### src/rtl/ex_wb_buffer_pkg.sv
// Shared definitions for the execute-to-writeback elastic buffer.
// FSM encoding plus result bundle field offsets used by writeback.
package ex_wb_buffer_pkg;

    typedef enum logic {
        RUN    = 1'b0,
        SQUASH = 1'b1
    } state_t;

    localparam int RES_W      = 64;
    localparam int RES1_LSB   = 0;
    localparam int RES2_LSB   = 64;
    localparam int RES3_LSB   = 128;
    localparam int RES4_LSB   = 192;
    localparam int DEST_LSB   = 256;
    localparam int DEST_W     = 32;
    localparam int TYPE_LSB   = 288;
    localparam int TYPE_W     = 16;
    localparam int EFLAGS_LSB = 304;
    localparam int EFLAGS_W   = 32;
    localparam int EIP_LSB    = 336;
    localparam int EIP_W      = 32;
    localparam int P_OP_LSB   = 368;
    localparam int P_OP_W     = 8;

endpackage

### src/rtl/ex_wb_buffer_sat_counter.sv
// Saturating up-counter with synchronous clear.
// Clear wins over increment; the count sticks at all-ones.
module ex_wb_buffer_sat_counter #(
    parameter int W = 16
) (
    input  logic         clk,
    input  logic         rst,
    input  logic         inc,
    input  logic         clr,
    output logic [W-1:0] count
);

    // Count qualifying cycles, holding at the maximum value.
    always_ff @(posedge clk or negedge rst) begin
        if (!rst) begin
            count <= '0;
        end else if (clr) begin
            count <= '0;
        end else if (inc && (count != '1)) begin
            count <= count + W'(1);
        end
    end

endmodule

### src/rtl/ex_wb_buffer.sv
// Two-entry elastic buffer between execute and writeback.
// Squashes wrong-path results after a mispredict; flushable.
module ex_wb_buffer
    import ex_wb_buffer_pkg::*;
#(
    parameter int DW  = 512,
    parameter int SCW = 16
) (
    input  logic           clk,
    input  logic           rst,
    input  logic           in_valid,
    input  logic [DW-1:0]  in_data,
    input  logic           in_br_mispred,
    output logic           in_stall,
    output logic           out_valid,
    output logic [DW-1:0]  out_data,
    input  logic           out_stall,
    input  logic           resteer_done,
    input  logic           flush,
    output logic           squashing,
    output logic [SCW-1:0] stall_cycles,
    input  logic           stall_clr
);

    logic [1:0]    count_q;
    logic [DW-1:0] head_q;
    logic [DW-1:0] tail_q;
    state_t        state_q;
    state_t        state_d;
    logic          squash_drop;
    logic          push;
    logic          pop;

    assign in_stall    = (count_q == 2'd2);
    assign out_valid   = (count_q != 2'd0);
    assign out_data    = head_q;
    assign squashing   = (state_q == SQUASH);
    assign squash_drop = squashing & in_valid & ~resteer_done;
    assign push        = in_valid & ~in_stall & ~squash_drop;
    assign pop         = out_valid & ~out_stall;

    // Squash state register.
    always_ff @(posedge clk or negedge rst) begin
        if (!rst) begin
            state_q <= RUN;
        end else begin
            state_q <= state_d;
        end
    end

    // Next squash state: flush first, then a stored mispredict, then resteer.
    always_comb begin
        state_d = state_q;
        priority case (1'b1)
            flush:                  state_d = RUN;
            push && in_br_mispred:  state_d = SQUASH;
            resteer_done:           state_d = RUN;
            default:                state_d = state_q;
        endcase
    end

    // Entry storage and occupancy; a full buffer can only pop.
    always_ff @(posedge clk or negedge rst) begin
        if (!rst) begin
            count_q <= 2'd0;
            head_q  <= '0;
            tail_q  <= '0;
        end else if (flush) begin
            count_q <= 2'd0;
        end else begin
            case ({push, pop})
                2'b10: begin
                    if (count_q == 2'd0) begin
                        head_q  <= in_data;
                        count_q <= 2'd1;
                    end else begin
                        tail_q  <= in_data;
                        count_q <= 2'd2;
                    end
                end
                2'b01: begin
                    if (count_q == 2'd2) begin
                        head_q <= tail_q;
                    end
                    count_q <= count_q - 2'd1;
                end
                2'b11: begin
                    head_q <= in_data;
                end
                default: begin
                end
            endcase
        end
    end

    ex_wb_buffer_sat_counter #(
        .W(SCW)
    ) u_stall_cnt (
        .clk   (clk),
        .rst   (rst),
        .inc   (in_valid & in_stall),
        .clr   (stall_clr),
        .count (stall_cycles)
    );

endmodule

### config.mk
export PLATFORM = sky130hd
export DESIGN_NAME = ex_wb_buffer
export DESIGN_NICKNAME = d
export VERILOG_FILES = /design/src/rtl/ex_wb_buffer_pkg.sv /design/src/rtl/ex_wb_buffer_sat_counter.sv /design/src/rtl/ex_wb_buffer.sv
export SDC_FILE = /design/constraint.sdc
export NUM_CORES = 2
export LEC_CHECK = 0
export CAP_MARGIN = 20
export CORE_AREA = 2 2 403 405
export CTS_CLUSTER_DIAMETER = 30
export DETAILED_ROUTE_END_ITERATION = 16
export DIE_AREA = 0 0 405 407
export GPL_TIMING_DRIVEN = 0
export HOLD_SLACK_MARGIN = 0.12
export SLEW_MARGIN = 20
export SYNTH_ARGS = -nofsm -noshare
export SYNTH_HDL_FRONTEND = slang
export SYNTH_SLANG_ARGS = --single-unit
### constraint.sdc
create_clock -name clk -period 5 [get_ports clk]
set_clock_uncertainty 0.1 [all_clocks]
set_input_delay 1.25 -clock clk [delete_from_list [all_inputs] [get_ports clk]]
set_output_delay 1.25 -clock clk [all_outputs]
set_load 0.005 [all_outputs]
Word level (Yosys, flattened, before mapping)
Index checks and enable logic that the tools add are counted.
{ "totals": {"inputBits": 520, "register_bits": 1043, "wordCells": 47} }
{ "classes": {"bitwise": 12, "muxes": 11, "n_reduce_logical": 10, "n_eq_ne": 7, "addsub": 2} }
{ "ops": {"columns": ["cell", "n"], "rows": [
  ["case mux 512 bit (3 select lines)", 1],
  ["two-way mux 512 bit", 2],
  ["two-way mux 16 bit", 2],
  ["adder 16 x 1 -> 16 bit (second input constant)", 1],
  ["!= test 16 bit (second input constant)", 1],
  ["nonzero test 3 bit", 3],
  ["bitwise AND 1 bit", 6],
  ["== test 2 bit (second input constant)", 3],
  ["inverter 1 bit", 6],
  ["two-way mux 2 bit", 2],
  ["!= test 2 bit (second input constant)", 2],
  ["case mux 2 bit (2 select lines)", 1],
  ["AND reduction 4 bit", 1],
  ["nonzero test 2 bit", 2],
  ["two-way mux 1 bit", 3],
  ["AND reduction 3 bit", 1],
  ["== test 2 x 1 -> 1 bit (second input constant)", 1],
  ["logical AND 1 bit", 2],
  ["zero test 2 bit", 1],
  ["subtractor 2 x 1 -> 2 bit (second input constant)", 1]
]} }

Logic depth before layout (Yosys ltp)
{ "depth": {"ltp_word": 7, "mapped_depth": 8, "ltp_nobuf": 6} }

Hierarchy
A second synthesis with hierarchy kept.
{ "unflattened": {"hier_cells": 2859, "hier_area_um2": 45377.3} }
{ "modules_own_cells": {"columns": ["module", "area_each_um2", "instances", "seq_area_each_um2", "cells_per_inst"], "rows": [
  ["ex_wb_buffer", 44435.1, 1, 25699.6, 2761],
  ["ex_wb_buffer_sat_counter", 942.2, 1, 400.4, 98]
]} }

Worst setup path after synthesis
Ideal clock, no wire load.
{ "synth_timing": {"kind": "input port to flip-flop", "start": "input port resteer_done", "end": "register head_q[255], in the netlist out_data[255]", "path_slack_ns": 2.013, "required_time_ns": 4.772, "arrival_ns": 2.759, "path_stages": 7, "cell_sequence": "nor2b_1 clkbuf_2 o21ai_1 buf_2 buf_2 mux2_2 mux2_1"} }
{ "synth_between": {"elab_chain_len": 7, "word_cells_on_any_way": 12, "classes_between": "eq/ne (5); mux (1); bitwise (4); reduce/logical (2)"} }
{ "synth_rtl": {"columns": ["element", "line", "rtl"], "rows": [
  ["from (decl)", "ex_wb_buffer.sv:18", "input logic resteer_done,"],
  ["inverter 1 bit *", "ex_wb_buffer.sv:38", "assign squash_drop = squashing & in_valid & ~resteer_done;"],
  ["bitwise AND 1 bit *", "ex_wb_buffer.sv:38", null],
  ["inverter 1 bit *", "ex_wb_buffer.sv:39", "assign push = in_valid & ~in_stall & ~squash_drop;"],
  ["bitwise AND 1 bit *", "ex_wb_buffer.sv:39", null],
  ["== test 2 bit or == test 2 x 1 -> 1 bit (tied branches)", "ex_wb_buffer.sv:71", "case ({push, pop})"],
  ["!= test 2 bit (no source line) or nonzero test 3 bit (tied branches)", null, null],
  ["AND reduction 4 bit (no source line)", null, null],
  ["to (signal assigned)", "ex_wb_buffer.sv:74", "head_q <= in_data;"],
  ["to (signal assigned)", "ex_wb_buffer.sv:83", "head_q <= tail_q;"],
  ["to (signal assigned)", "ex_wb_buffer.sv:88", "head_q <= in_data;"],
  ["to (decl)", "ex_wb_buffer.sv:26", "logic [DW-1:0] head_q;"]
]} }
Every way passes the cells marked *; elsewhere a longest branch is shown, timed or not.
A chain may end at the register's enable or synchronous reset.

Final worst setup path
{ "layout_timing": {"start": "register count_q[0]", "end": "output port out_valid"} }
{ "layout_between": {"elab_chain_len": 1} }
{ "layout_rtl": {"columns": ["element", "line", "rtl"], "rows": [
  ["from (decl)", "ex_wb_buffer.sv:25", "logic [1:0] count_q;"],
  ["from (signal assigned)", "ex_wb_buffer.sv:85", "count_q <= count_q - 2'd1;"],
  ["nonzero test 2 bit", "ex_wb_buffer.sv:35", "assign out_valid = (count_q != 2'd0);"],
  ["to (decl)", "ex_wb_buffer.sv:15", "output logic out_valid,"]
]} }
Every way passes these cells.

==> impl_results.md <==
* Place WS at 0.5625 ns
* WP buf/inv at 3
* Hold path depth at 1
* Final hold violations at 0
* ANT nets after route at 0
* DRC Markers at 0
* Fin. max-slew vios at 0
* Hold path endpoint: out_data[255]$_DFFE_PN0P_
* Final cell count without fillers at 6611
* Fillers at 14610
* Multi-input gate area at 0.01798 mm^2
* Largest net degree at the start of global routing at 137
* Crit path max fanout at 5
* GP Congestion at 0.8155
* Routed via count at 29640
* Vias in the first global route at 32160
* Count leader, synth: mux2_2
* RR Endpoint: out_data[337]$_DFFE_PN0P_
* Mapped Nets at 3385
* Max Buffers Root-to-Sink at 4
* Achievable Freq at 263.5 MHz
* Seq/Total Area, Yosys at 0.5792
* Layout cells sized above 1 at 0.4905
* Initial DRC count at 1172
* Die height at 407 um
* Leading post-synthesis cells by cell area: dfrtp_1, mux2_2, buf_2
* Final setup fails at 0
* Worst-Margin Slew at 0.8755 ns
* Prevailing post-synth register cell: dfrtp_1
* Final wirelength at 151500 um
* R2r setup slk at 1.66 ns
* Initial Util at 0.2813
* Average vias per placed instance at 4.484
* Setup slack after layout at 1.205 ns
* Critical path arrival at 2.45 ns
* RSZ-0062 raised after global routing: no
* Worst r2r src: count_q[0]$_DFFE_PN0P_
* Startpoint type of the worst setup path: flop
* Initial antenna violation count at 49
* CP max stage delay at 0.65 ns
* Setup bufs post-CTS at 0
* Yosys top cell area share at 0.5792
* Ys async rst share at 1.000
* Buffers on Ports at 1050
* Tmin final at 3.795 ns
* CP Capture Type: primary output
* Placed insts at 6085
* Die X at 405 um
* CP Cell Sequence: inv_1, ha_1, inv_1, clkdlybuf4s50_1
* DR pass1 iterations at 4
* Min-delay src: out_data[255]$_DFFE_PN0P_
* DP HPWL at 111800 um
* EDFF count, synth at 0
* Worst VDD drop at 442.7 uV
* Final period util at 0.7591
* Root Buffer Master: clkbuf_16
* P&R area growth vs syn at 52.45%
* Max_cap viols at 0
* Yosys top cell by area: dfrtp_1
* CP Data Required Time at 3.65 ns
* Critical path type: reg -> out
* Num ports at 1051
* Number of H-tree levels at 5
* Yosys cell types at 36
* Synth Warn # at 0
* First-pass GRT wire length at 216800 um
* Setup TNS at 0 ns
* Hold Path Class: reg -> reg
* Synthesized area at 0.04507 mm^2
* Grt total ovfl at 0
* Sequential standard cell area at 0.02610 mm^2
* Wire per inst at 22.92 um
* Most frequent cells after synthesis: mux2_2, dfrtp_1, buf_2
* Clock tree sinks at 1043
* Worst-path clk slew at 0.04 ns
* CORE AREA at 0.1602 mm^2
* CTS tree: built
* Max_slew headroom at 0.4164
* Global Route Usage Sum at 0.1791
* CTS buffer count at 303
* Synth Register Bits at 1043
* Clk Latency, worst-skew pair at 0.89 ns
* Reg2reg path depth at 9
* Mapped Avg Cell Area at 15.75 um^2
* Static Leakage at 28.69 nW
* Status: finished clean
* Die Area at 0.1648 mm^2
* Pwr dens at 662.4 mW/mm^2
* Row count at 147
* Critical-path top delay cell: clkdlybuf4s50_1
* Crit-path leading delay family: buffers and inverters
* Layout Nets at 4754
* Syn Inst Count at 2862
* CP most frequent cell: inv_1
-- cells by family after synthesis --
family / count (synthesis) / synth area share
compound gates: 39 / 0.005775
fa+ha+maj: 3 / 0.0008330
buf+inv: 179 / 0.02218
flops: 1043 / 0.5792
mux: 1539 / 0.3846
simple gates: 59 / 0.007496
-- layout by cell type, fill, tap and decap left out, drive strengths merged, types with 2 or more instances in the layout --
| master | synthesis | routed |
|---|---|---|
| nand2 | 9 | 9 |
| diode | 0 | 13 |
| o31ai | 6 | 6 |
| o21ai | 10 | 10 |
| nand4 | 4 | 4 |
| inv | 7 | 14 |
| clkinv | 0 | 60 |
| nor3 | 5 | 5 |
| bufinv | 0 | 30 |
| buf | 165 | 179 |
| clkbuf | 7 | 410 |
| nor2 | 9 | 9 |
| a211oi | 2 | 2 |
| a31oi | 3 | 3 |
| mux2 | 1539 | 1539 |
| or3 | 6 | 6 |
| nor4 | 4 | 4 |
| nand2b | 2 | 2 |
| clkdlybuf4s50 | 0 | 1049 |
| a21oi | 13 | 13 |
| nand3 | 6 | 6 |
| ha | 3 | 3 |
| or4 | 4 | 4 |
| clkinvlp | 0 | 12 |
| dfrtp | 1043 | 1043 |
| nor2b | 5 | 5 |
-- registers in the layout, summed over array words and instances (netlist names) --
register and flops:
out_data 512, squashing 1, u_stall_cnt.count 16, count_q 2
tail_q 512
-- worst max-delay path by stage --
stage | slack (ns) | endpoint | startpoint | depth (start not counted)
after floorplan | 2.01 | out_data[255]$_DFFE_PN0P_ | resteer_done | 7
after global placement | -48.02 | out_data[14]$_DFFE_PN0P_ | rst | 1
after detailed placement | 0.56 | out_data[438]$_DFFE_PN0P_ | in_valid | 8
after CTS | 1.10 | out_valid | count_q[0]$_DFFE_PN0P_ | 4
after global routing | 0.93 | tail_q[27]$_DFFE_PN0P_ | rst | 6
final | 1.20 | out_valid | count_q[0]$_DFFE_PN0P_ | 4
-- power breakdown --
part,internal [mW],switching (mW)
registers,12.6,2.07
logic,7.70,4.26
clock network,13.5,5.40
total,33.8,11.7
-- what timing repair did --
item / CTS / global route
hold endpoints to repair: 1 / 0
hold buffers: 1 / 0
gates resized for setup: 0 / 0
-- metal layers --
metal,GRT usage,wire length [um]
met1,0.1923,56190
met2,0.3092,76310
met3,0.07622,13670
met4,0.07227,4899
met5,0,459
-- metrics by stage --
| step | hold WS, ns | power, mW | utilization | cell area [um^2] |
|---|---|---|---|---|
| final | 0.3809 | 45.51 | 0.4289 | 68700 |
| after global routing | 0.3907 | 47.73 | 0.4287 | 68680 |
| after CTS | 0.3831 | 46.20 | 0.4287 | 68670 |
| after detailed placement | 0.3740 | 26.93 | 0.3658 | 58610 |
| after global placement | 0.3694 | 26.86 | 0.3638 | 58280 |
| after floorplan | 0.3766 | 19.62 | - | 45070 |
-- worst register-to-register path, stage by stage (launching register included) --
cell and delay [ns]:
dfrtp_1 0.36, inv_1 0.08, ha_1 0.28, nand2b_1 0.28
o21ai_4 0.33, buf_12 0.22, buf_2 0.32, buf_2 0.50
mux2_2 0.47, mux2_2 0.29
-- cell type report --
class                           count  area share
Sequential cell                  1043      0.3799
Multi-Input combinational cell   1640      0.2617
Timing Repair Buffer             1064      0.1578
Clock buffer                      403      0.1259
Tap cell                         2160     0.03934
Clock inverter                    109     0.02038
Buffer                            172     0.01417
Antenna cell                       13   0.0004735
Inverter                            7   0.0003824
No activity file was read; power rests on OpenSTA's default activity.
